File: src/rtl/coin_sched_if.sv
// Bundles the requester-facing handshake and generator signals of coin_sched.
// The requester side (master) drives requests, coin_ready, and the generator
// register values. The scheduler (slave) drives grants, the coin stream, and
// the generator controls.
interface coin_sched_if #(
  parameter int NREQ  = 2,
  parameter int LEN_W = 12
);
  logic [NREQ-1:0]       req;
  logic [NREQ*LEN_W-1:0] req_len;
  logic [NREQ-1:0]       req_reseed;
  logic [NREQ-1:0]       gnt;
  logic                  busy;
  logic                  coin_valid;
  logic [15:0]           coin_data;
  logic                  coin_ready;
  logic                  coin_last;
  logic                  done;
  logic                  gen_step;
  logic                  gen_reseed;
  logic [7:0]            gen_coins_a;
  logic [7:0]            gen_coins_b;

  modport master (
    output req, req_len, req_reseed, coin_ready, gen_coins_a, gen_coins_b,
    input  gnt, busy, coin_valid, coin_data, coin_last, done, gen_step, gen_reseed
  );

  modport slave (
    input  req, req_len, req_reseed, coin_ready, gen_coins_a, gen_coins_b,
    output gnt, busy, coin_valid, coin_data, coin_last, done, gen_step, gen_reseed
  );
endinterface

File: src/rtl/coin_sched.sv
// Round-robin scheduler for the shared dual 8-bit coin generator. It grants
// one requester at a time, optionally reseeds the generator, and then streams
// exactly the requested number of 16-bit coin words. Each accepted word
// advances the generator once.
module coin_sched #(
  parameter int NREQ  = 2,
  parameter int LEN_W = 12
) (
  input  logic         clk,
  input  logic         rst,
  coin_sched_if.slave  bus
);

  localparam int IDX_W = (NREQ > 2) ? 2 : 1;

  typedef enum logic [1:0] {
    ST_IDLE,
    ST_RESEED,
    ST_STREAM,
    ST_DONE
  } state_e;

  state_e             state_q, state_d;
  logic [NREQ-1:0]    gnt_q, gnt_d;
  logic [LEN_W-1:0]   cnt_q, cnt_d;
  logic [IDX_W-1:0]   rr_q, rr_d;
  logic [IDX_W-1:0]   win_q, win_d;

  logic [IDX_W-1:0]   pick_idx;
  logic               pick_vld;
  logic [LEN_W-1:0]   pick_len;
  logic               stream_act;
  logic               handshake;

  // Search for the first active request, starting at the round-robin pointer.
  always_comb begin
    // NOTE: every variable gets a default first, so no path leaves it unassigned and infers a latch.
    pick_idx = '0;
    pick_vld = 1'b0;
    for (int k = 0; k < NREQ; k++) begin
      if (!pick_vld && bus.req[(int'(rr_q) + k) % NREQ]) begin
        pick_vld = 1'b1;
        pick_idx = IDX_W'((int'(rr_q) + k) % NREQ);
      end
    end
  end

  assign pick_len = bus.req_len[int'(pick_idx)*LEN_W +: LEN_W];

  // The reset cycle itself must not present data or move the generator.
  assign stream_act = (state_q == ST_STREAM) && !rst;
  assign handshake  = (state_q == ST_STREAM) && bus.coin_ready;

  assign bus.gnt        = gnt_q;
  assign bus.busy       = (state_q != ST_IDLE);
  assign bus.coin_valid = stream_act;
  assign bus.coin_last  = stream_act && (cnt_q == LEN_W'(1));
  assign bus.coin_data  = stream_act ? {bus.gen_coins_b, bus.gen_coins_a} : 16'h0000;
  assign bus.gen_step   = stream_act && bus.coin_ready;
  assign bus.gen_reseed = (state_q == ST_RESEED) && !rst;
  assign bus.done       = (state_q == ST_DONE) && !rst;

  // Next-state logic: arbitration in IDLE, then reseed/stream/done sequencing.
  always_comb begin
    state_d = state_q;
    gnt_d   = gnt_q;
    cnt_d   = cnt_q;
    rr_d    = rr_q;
    win_d   = win_q;
    unique case (state_q)
      ST_IDLE: begin
        if (pick_vld) begin
          gnt_d           = '0;
          gnt_d[pick_idx] = 1'b1;
          cnt_d           = pick_len;
          win_d           = pick_idx;
          if (bus.req_reseed[pick_idx])  state_d = ST_RESEED;
          else if (pick_len == '0)       state_d = ST_DONE;
          else                           state_d = ST_STREAM;
        end
      end
      ST_RESEED: begin
        state_d = (cnt_q == '0) ? ST_DONE : ST_STREAM;
      end
      ST_STREAM: begin
        if (handshake) begin
          cnt_d = cnt_q - LEN_W'(1);
          if (cnt_q == LEN_W'(1)) state_d = ST_DONE;
        end
      end
      ST_DONE: begin
        state_d = ST_IDLE;
        gnt_d   = '0;
        rr_d    = (win_q == IDX_W'(NREQ - 1)) ? '0 : win_q + IDX_W'(1);
      end
      default: state_d = ST_IDLE;
    endcase
  end

  // State and datapath registers with synchronous active-high reset.
  always_ff @(posedge clk) begin
    // NOTE: non-blocking assignments, so every register updates from the same pre-edge values.
    if (rst) begin
      state_q <= ST_IDLE;
      gnt_q   <= '0;
      cnt_q   <= '0;
      rr_q    <= '0;
      win_q   <= '0;
    end else begin
      state_q <= state_d;
      gnt_q   <= gnt_d;
      cnt_q   <= cnt_d;
      rr_q    <= rr_d;
      win_q   <= win_d;
    end
  end

endmodule

File: src/flat_wrapper.sv
// flat-port wrapper written by rule: the top's interface ports become plain ports
module coin_sched_flat 
#(
  parameter int NREQ  = 2,
  parameter int LEN_W = 12
)
  (clk, rst, bus_req, bus_req_len, bus_req_reseed, bus_coin_ready, bus_gen_coins_a, bus_gen_coins_b, bus_gnt, bus_busy, bus_coin_valid, bus_coin_data, bus_coin_last, bus_done, bus_gen_step, bus_gen_reseed);
  coin_sched_if #(.NREQ(NREQ), .LEN_W(LEN_W)) bus_i ();
  input  logic clk;
  input  logic rst;
  input wire logic [$bits(bus_i.req)-1:0] bus_req;
  input wire logic [$bits(bus_i.req_len)-1:0] bus_req_len;
  input wire logic [$bits(bus_i.req_reseed)-1:0] bus_req_reseed;
  input wire logic [$bits(bus_i.coin_ready)-1:0] bus_coin_ready;
  input wire logic [$bits(bus_i.gen_coins_a)-1:0] bus_gen_coins_a;
  input wire logic [$bits(bus_i.gen_coins_b)-1:0] bus_gen_coins_b;
  output wire logic [$bits(bus_i.gnt)-1:0] bus_gnt;
  output wire logic [$bits(bus_i.busy)-1:0] bus_busy;
  output wire logic [$bits(bus_i.coin_valid)-1:0] bus_coin_valid;
  output wire logic [$bits(bus_i.coin_data)-1:0] bus_coin_data;
  output wire logic [$bits(bus_i.coin_last)-1:0] bus_coin_last;
  output wire logic [$bits(bus_i.done)-1:0] bus_done;
  output wire logic [$bits(bus_i.gen_step)-1:0] bus_gen_step;
  output wire logic [$bits(bus_i.gen_reseed)-1:0] bus_gen_reseed;
  assign bus_i.req = bus_req;
  assign bus_i.req_len = bus_req_len;
  assign bus_i.req_reseed = bus_req_reseed;
  assign bus_i.coin_ready = bus_coin_ready;
  assign bus_i.gen_coins_a = bus_gen_coins_a;
  assign bus_i.gen_coins_b = bus_gen_coins_b;
  assign bus_gnt = bus_i.gnt;
  assign bus_busy = bus_i.busy;
  assign bus_coin_valid = bus_i.coin_valid;
  assign bus_coin_data = bus_i.coin_data;
  assign bus_coin_last = bus_i.coin_last;
  assign bus_done = bus_i.done;
  assign bus_gen_step = bus_i.gen_step;
  assign bus_gen_reseed = bus_i.gen_reseed;
  coin_sched #(.NREQ(NREQ), .LEN_W(LEN_W)) u_core (.clk(clk), .rst(rst), .bus(bus_i));
endmodule
File: config.mk
export PLATFORM = sky130hd
export DESIGN_NAME = coin_sched_flat
export DESIGN_NICKNAME = d
export VERILOG_FILES = /design/src/rtl/coin_sched_if.sv /design/src/rtl/coin_sched.sv /design/src/flat_wrapper.sv
export SDC_FILE = /design/constraint.sdc
export NUM_CORES = 1
export LEC_CHECK = 0
export BUFFER_PORTS_ARGS = -buffer_cell sky130_fd_sc_hd__buf_2
export CORE_MARGIN = 5
export CORE_UTILIZATION = 47
export DETAILED_ROUTE_END_ITERATION = 10
export GPL_TIMING_DRIVEN = 1
export PLACE_DENSITY = 0.81
export REMOVE_ABC_BUFFERS = 1
export SKIP_CTS_REPAIR_TIMING = 1
export SLEW_MARGIN = 5
export SYNTH_ARGS = -nofsm -noshare
export SYNTH_HDL_FRONTEND = slang
export SYNTH_SLANG_ARGS = --single-unit
File: constraint.sdc
create_clock -name clk -period 2.29 [get_ports clk]
set_input_delay 0.458 -clock clk [delete_from_list [all_inputs] [get_ports clk]]
set_output_delay 0.458 -clock clk [all_outputs]
set_load 0.02 [all_outputs]
==> results_tabular.tex, run 1 <==
\begin{tabular}{lr}
\hline
Metric & Value \\
\hline
\multicolumn{2}{l}{\textbf{Run status}} \\
Result of the run & complete, no violations \\
\multicolumn{2}{l}{\textbf{Clock network}} \\
CTS tree & yes \\
Clock transition at the registers of the reported paths & 0.11 ns \\
Number of H-tree branching levels & 1 \\
Number of clock sinks & 18 \\
Total clock buffers created by CTS & 3 \\
Clock root cell & clkbuf\_4 \\
Maximum buffer depth of the clock tree & 2 \\
Latest clock arrival within the worst-skew pair & 0.30 ns \\
\multicolumn{2}{l}{\textbf{Synthesis}} \\
Share of async-settable or async-resettable flops after synthesis & 0\% \\
Adder-cell share of the synthesized area & 5.77\% \\
Simple-gate portion of the synthesized area & 33.7\% \\
Largest family of logic cells by synthesized area & simple AND/OR/NAND/NOR gates \\
Post-synthesis xor/xnor area fraction & 0\% \\
Mux cell area share after synthesis & 5.85\% \\
Flip-flop and latch count after synthesis & 18 \\
Number of synthesis warnings & 0 \\
Dominant cell type by area after synthesis & dfxtp\_1 \\
Top cell type's share of synthesized area & 23.7\% \\
Sequential-to-total area share from yosys stat & 23.7\% \\
Number of enable-type register cells in the synthesized netlist & 0 \\
Flip-flop cell with the highest count after synthesis & dfxtp\_1 \\
Post-synth cell types & 48 \\
Post-Syn Area per Cell & 7.48 um\^{}2 \\
Compound-Gate Fraction of Synth Area & 24.2\% \\
Leading post-synthesis cells by cell area & dfxtp\_1 (24\%), and3\_1 (7.4\%), ha\_1 (5.8\%) \\
Syn Inst Count & 203 \\
Netlist Area Pre-Place & 0.00152 mm\^{}2 \\
\multicolumn{2}{l}{\textbf{Timing}} \\
Minimum clock period & 2.14 ns \\
Final worst-path cycle share & 93.3\% \\
Worst-Margin Slew & 0.455 ns \\
RSZ-0062 raised after global routing & false \\
Setup skew after layout & 0.00635 ns \\
Relative slew slack & 69.4\% \\
Final setup violating endpoints & 0 \\
Highest achievable clock rate & 468 MHz \\
Number of pins exceeding their max-slew limit in the final report & 0 \\
Final hold violation count & 0 \\
\multicolumn{2}{l}{\textbf{Layout}} \\
Layout overhead on the synthesized area & 27.5\% \\
Filler cells & 289 \\
Number of antenna repair diodes & 0 \\
Number of standard cells in the layout, taps in and fillers out & 314 \\
Final net count & 326 \\
Final Instance Area & 0.00193 mm\^{}2 \\
Final core area utilization & 62.8\% \\
Ratio of cells with drive above 1 in the final layout & 35.6\% \\
\multicolumn{2}{l}{\textbf{Die}} \\
Die footprint & 0.00447 mm\^{}2 \\
Number of rows in the core area & 20 \\
Initial standard-cell utilization of the core & 49.3\% \\
Width of the die & 66.8 um \\
Area of the core & 0.00308 mm\^{}2 \\
IO Pins & 71 \\
Die extent in y & 66.8 um \\
\multicolumn{2}{l}{\textbf{GRT}} \\
Largest net degree at the start of global routing & 36 \\
Number of antenna violations at the first check in global routing & 0 \\
Wire length of the first global-routing pass & 7330 um \\
Sum of overflow across all layers after global routing & 0 \\
All-layer global routing usage & 21.1\% \\
Via count of the first global-routing pass & 1595 \\
\multicolumn{2}{l}{\textbf{Setup path}} \\
Slowest library cell on the worst path & dfxtp\_1 \\
Chain of cells forming the critical path & inv\_1, ha\_1, inv\_1, nor2\_1, and3\_1, buf\_2 \\
Crit path launch type & flop \\
Req. time, crit path & 1.83 ns \\
Data arrival time of the critical path & 1.68 ns \\
Startpoint-to-endpoint class of the critical path & reg2out \\
R2R Setup Slk & 0.38 ns \\
Worst setup EP type & output port \\
Crit-path max cell delay & 0.35 ns \\
Critical path's most frequent cell & inv\_1 \\
Worst-path fanout max & 6 \\
\multicolumn{2}{l}{\textbf{Power and ir drop}} \\
Cell internal power dissipation & 1.10 mW \\
PwrDens & 1150 mW/mm\^{}2 \\
Power share of the sequential group & 26.7\% \\
Maximum ir drop on the vdd rail & 0.000651 V \\
Portion of total power attributed to the clock network & 7.5\% \\
Pwr Total & 2.22 mW \\
Net switching power figure & 1.12 mW \\
Combinational share of power & 65.8\% \\
Sw Ratio & 50.6\% \\
Pleak & 0.972 nW \\
\multicolumn{2}{l}{\textbf{Placed design}} \\
Placed cell count & 311 \\
GPL Wtd Cong & 0.890 \\
Area after detailed placement & 0.00191 mm\^{}2 \\
Post-DP HPWL & 3680 um \\
IO buf count & 70 \\
\multicolumn{2}{l}{\textbf{Detailed routing}} \\
Remaining DRCs & 0 \\
Final routed wire length divided by cell count & 14.6 um \\
Number of DRC markers in iteration 0 & 133 \\
Drt pass-1 iters & 4 \\
Detailed-route via count & 1745 \\
Via-to-Cell Ratio & 5.56 \\
Count of nets left with antenna violations after detail routing & 0 \\
Routed Wire Length & 4570 um \\
\multicolumn{2}{l}{\textbf{Min path}} \\
Worst hold path type & reg2reg \\
\multicolumn{2}{l}{\textbf{Job}} \\
Max capacitance violation total & 0 \\
\hline
\end{tabular}
-- final timing paths --
path / from / cells after the start / to
min: u_core.win_q / 1 / u_core.rr_q
max reg2reg: u_core.state_q[0] / 7 / u_core.cnt_q[6]
max: u_core.state_q[0] / 6 / bus_coin_last
min reg2reg: u_core.win_q / 1 / u_core.rr_q
-- cells in the final DEF (no fill, tap or decap), types with 6 or more instances in the layout --
cell and instances:
nor2_1 16, a21oi_1 14, nor4_1 7, nand3_1 10, buf_2 70, nand2_1 17, ha_1 7, dfxtp_1 18
o21ai_0 14, mux2_2 7, inv_1 11, nor3_1 6, and3_1 18
-- critical path: cells and delay by family, from the launching register on --
kind | cells | cell delay, ns
and+or+nand+nor | 2 | 0.35
DFF | 1 | 0.35
adders and majority gates | 1 | 0.27
buffers and inverters | 3 | 0.42
-- power groups by stage --
stage	logic (mW)	registers [mW]	clock network (mW)
finish	1.46	0.593	0.166
global route	1.64	0.610	0.182
detailed placement	1.44	0.592	0
floorplan	1.01	0.573	0
global placement	1.42	0.592	0
CTS	1.44	0.587	0.171
-- final cells by class --
type                       instances  area [um^2]  share of cell area, %
multi-input combinational        162         1060                   54.6
timing repair buffer              76          399                   20.6
sequential                        18          360                   18.6
tap                               44         55.1                   2.85
inverter                          11         41.3                   2.13
clock buffer                       3         22.5                   1.16
-- flip-flops by register name (all words and copies together), names as in the netlist --
name	cells
u_core.bus.gnt	2
u_core.cnt_q	12
u_core.rr_q	1
u_core.state_q	2
u_core.win_q	1
-- Yosys cell counts (3+ instances only) --
cell type / number
clkbuf_1: 6
nor4_1: 7
a211oi_1: 5
a21o_1: 3
a21oi_1: 14
nand2_1: 17
ha_1: 7
mux2_2: 7
inv_1: 11
buf_2: 3
nor3_1: 6
o21ai_0: 14
nand3_1: 10
nand4_1: 3
dfxtp_1: 18
and3_1: 18
nor2_1: 16
-- metal layers --
metal / track usage, % / share of wire (%) / vias to the layer above
li1: - / - / 890
met1: 27.6 / 43 / 773
met2: 35.5 / 48 / 76
met3: 3.20 / 7.9 / 6
met4: 6.35 / 1.1 / 0
met5: 0 / 0 / -
-- stage by stage --
step	TNS [ns]	setup WS, ns	hold slack (ns)
after floorplan	-1.35	-0.351	0.414
after global placement	0	0.465	0.448
after detailed placement	0	0.441	0.432
after CTS	0	0.120	0.458
after global routing	0	0.0541	0.485
final	0	0.153	0.455
-- logic make-up (layout without fill, tap and decap cells) --
logic type | count (synthesis) | in the layout
and+or+nand+nor | 91 | 91
AOI/OAI and AO/OA | 56 | 56
buffers and inverters | 23 | 90
DFF | 18 | 18
muxes | 8 | 8
adders and majority gates | 7 | 7
(Power assumes the default switching activity.)
==> inputs of run 2 (changes only) <==
- BUFFER_PORTS_ARGS: -buffer_cell sky130_fd_sc_hd__buf_2 -> -buffer_cell sky130_fd_sc_hd__buf_4
==> run 2 against run 1 <==
- first-iteration DRC count grew 76%
- sequential power increased by 1%
- clock skew shrank 0.0031 ns
- maximum frequency down 2.8%
- via count rose by 4.0%
- wire length rose by 12%
- die area unchanged
- count of clock-buffer cells in the layout grew 1
- global-route usage grew 3.2 points
- clock power increased by 27%
- hold slack improved by 0.0030 ns
- highest routed layer unchanged
==> results_tabular.tex, run 2 (same netlist as run 1, synthesis figures left out) <==
\begin{tabular}{lr}
\hline
Metric & Value \\
\hline
\multicolumn{2}{l}{\textbf{Clock network}} \\
Total clock buffers created by CTS & 3 (unchanged) \\
Number of clock sinks & 18 (unchanged) \\
CTS tree & yes (unchanged) \\
Latest clock arrival within the worst-skew pair & 0.31 ns (was 0.30 ns) \\
Maximum buffer depth of the clock tree & 2 (unchanged) \\
Clock root cell & clkbuf\_4 (unchanged) \\
Number of H-tree branching levels & 1 (unchanged) \\
Clock transition at the registers of the reported paths & 0.11 ns (about the same) \\
\multicolumn{2}{l}{\textbf{Min path}} \\
Cell depth of the worst hold path & 1 (unchanged) \\
Worst hold path type & reg2reg (unchanged) \\
Worst Hold Path EP & u\_core.rr\_q (unchanged) \\
Hold Startpoint & u\_core.win\_q (unchanged) \\
\multicolumn{2}{l}{\textbf{GRT}} \\
Via count of the first global-routing pass & 1753 (was 1595) \\
Wire length of the first global-routing pass & 8330 um (was 7330 um) \\
Largest net degree at the start of global routing & 24 (was 36) \\
Layer with the highest usage & met2 (unchanged) \\
All-layer global routing usage & 24.3\% (was 21.1\%) \\
Number of antenna violations at the first check in global routing & 0 (unchanged) \\
Met2 capacity usage during global routing & 41.0\% (was 35.5\%) \\
Sum of overflow across all layers after global routing & 0 (unchanged) \\
Met3 usage & 3.71\% (was 3.20\%) \\
Global-route track usage on met1 & 30.8\% (was 27.6\%) \\
\multicolumn{2}{l}{\textbf{Timing}} \\
Minimum clock period & 2.20 ns (was 2.14 ns) \\
Final worst-path cycle share & 96.0\% (was 93.3\%) \\
Setup skew after layout & 0.00324 ns (was 0.00635 ns) \\
Final setup violating endpoints & 0 (unchanged) \\
Highest achievable clock rate & 455 MHz (was 468 MHz) \\
Worst-Margin Slew & 0.454 ns (was 0.455 ns) \\
Setup tns final & 0 ns (unchanged) \\
Relative slew slack & 69.5\% (was 69.4\%) \\
Number of pins exceeding their max-slew limit in the final report & 0 (unchanged) \\
RSZ-0062 raised after global routing & false (unchanged) \\
Final hold violation count & 0 (unchanged) \\
\multicolumn{2}{l}{\textbf{Setup path}} \\
Chain of cells forming the critical path & nor4\_4, and3\_2, and3\_1, buf\_4 (was inv\_1, ha\_1, inv\_1, nor2\_1, and3\_1, buf\_2) \\
Worst reg-to-reg path cell count & 7 (unchanged) \\
Crit-path max cell delay & 0.44 ns (was 0.35 ns) \\
Crit Reg-Reg Startpoint & u\_core.state\_q[1] (was u\_core.state\_q[0]) \\
Worst setup EP type & output port (unchanged) \\
Crit path launch type & flop (unchanged) \\
Endpoint of the lowest-slack register-to-register path & u\_core.cnt\_q[5] (was u\_core.cnt\_q[6]) \\
Req. time, crit path & 1.83 ns (about the same) \\
Slowest library cell on the worst path & nor4\_4 (was dfxtp\_1) \\
Startpoint-to-endpoint class of the critical path & reg2out (unchanged) \\
Worst-path fanout max & 8 (was 6) \\
R2R Setup Slk & 0.36 ns (was 0.38 ns) \\
Data arrival time of the critical path & 1.74 ns (was 1.68 ns) \\
\multicolumn{2}{l}{\textbf{Layout}} \\
Ratio of cells with drive above 1 in the final layout & 36.2\% (was 35.6\%) \\
Leading cell type in the layout, fill and taps excluded & buf\_4 (was buf\_2) \\
Number of flip-flops under the largest register name & 12 (unchanged) \\
Final net count & 326 (unchanged) \\
Layout overhead on the synthesized area & 39.8\% (was 27.5\%) \\
Most frequent cells in the layout & buf\_4 (76), and3\_1 (18), dfxtp\_1 (18) (was buf\_2 (70), and3\_1 (18), dfxtp\_1 (18)) \\
Number of standard cells in the layout, taps in and fillers out & 315 (was 314) \\
Final core area utilization & 68.9\% (was 62.8\%) \\
Filler cells & 295 (was 289) \\
Register with the most flip-flops & u\_core.cnt\_q (unchanged) \\
Number of antenna repair diodes & 0 (unchanged) \\
\multicolumn{2}{l}{\textbf{Die}} \\
Width of the die & 66.8 um (unchanged) \\
Die extent in y & 66.8 um (unchanged) \\
Die footprint & 0.00447 mm\^{}2 (unchanged) \\
Area of the core & 0.00308 mm\^{}2 (unchanged) \\
IO Pins & 71 (unchanged) \\
Initial standard-cell utilization of the core & 49.3\% (unchanged) \\
Number of rows in the core area & 20 (unchanged) \\
\multicolumn{2}{l}{\textbf{Placed design}} \\
GPL Wtd Cong & 0.902 (was 0.890) \\
IO buf count & 70 (unchanged) \\
Placed cell count & 311 (unchanged) \\
Post-DP HPWL & 4010 um (was 3680 um) \\
\multicolumn{2}{l}{\textbf{Job}} \\
Max capacitance violation total & 0 (unchanged) \\
\multicolumn{2}{l}{\textbf{Power and ir drop}} \\
Maximum ir drop on the vdd rail & 0.000619 V (was 0.000651 V) \\
PwrDens & 1110 mW/mm\^{}2 (was 1150 mW/mm\^{}2) \\
Pleak & 1.02 nW (was 0.972 nW) \\
Pwr Total & 2.36 mW (was 2.22 mW) \\
\multicolumn{2}{l}{\textbf{Detailed routing}} \\
Drt pass-1 iters & 4 (unchanged) \\
Via-to-Cell Ratio & 5.76 (was 5.56) \\
Detailed-route via count & 1815 (was 1745) \\
Routed Wire Length & 5130 um (was 4570 um) \\
Final routed wire length divided by cell count & 16.3 um (was 14.6 um) \\
Count of nets left with antenna violations after detail routing & 0 (unchanged) \\
Number of DRC markers in iteration 0 & 234 (was 133) \\
Remaining DRCs & 0 (unchanged) \\
\multicolumn{2}{l}{\textbf{Run status}} \\
Result of the run & complete, no violations (unchanged) \\
\hline
\end{tabular}
-- run 2: changes by cell type in the layout (fill, tap and decap cells not counted), sizes merged --
cell | previous run | this run
clkbuf | 3 | 4
-- run 2: final cells by class --
class / instances / area (um^2) / share of cell area, %
multi-input cells: 162 / 1060 / 49.9
well taps: 44 / 55.1 / 2.59
flip-flops and latches: 18 / 360 / 17.0
repair buffers: 76 / 571 / 26.9
inverters: 11 / 41.3 / 1.95
clock buffers: 4 / 36.3 / 1.71
-- run 2: power by group --
| group | total (mW) | switching [mW] | internal, mW |
|---|---|---|---|
| Sequential | 0.601 | 0.164 | 0.437 |
| Clock | 0.211 | 0.113 | 0.0974 |
| Combinational | 1.55 | 0.892 | 0.659 |
| Total | 2.36 | 1.17 | 1.19 |
-- run 2: routing by layer --
metal / share of wire [%] / vias to the layer above
met3: 8.7 / 7
met5: 0 / -
li1: - / 887
met2: 48 / 89
met1: 41 / 832
met4: 1.9 / 0
-- run 2: per-stage QoR --
| stage | setup slack, ns | area, um^2 | hold slack (ns) |
|---|---|---|---|
| after floorplan | -0.351 | 1460 | 0.414 |
| after global placement | 0.439 | 2080 | 0.436 |
| after detailed placement | 0.415 | 2080 | 0.443 |
| after CTS | 0.0633 | 2120 | 0.459 |
| after global routing | 0.0208 | 2120 | 0.469 |
| final | 0.0921 | 2120 | 0.458 |
-- run 2: how the worst max path moves through the flow --
| stage | slack [ns] | startpoint | endpoint |
|---|---|---|---|
| finish | 0.09 | u_core.cnt_q[7] | bus_coin_last |
| detailed placement | 0.41 | u_core.state_q[0] | u_core.cnt_q[5] |
| global route | 0.02 | u_core.cnt_q[7] | bus_coin_last |
| global placement | 0.44 | bus_req[0] | u_core.cnt_q[1] |
| CTS | 0.06 | u_core.state_q[0] | bus_coin_last |
| floorplan | -0.35 | u_core.state_q[0] | bus_coin_last |
-- run 2: worst max-delay path, delay by kind of cell, from the launching register on --
family,cells,cell delay [ns]
AND/OR/NAND/NOR,3,0.86
flip-flops,1,0.43
buffers and inverters,1,0.14
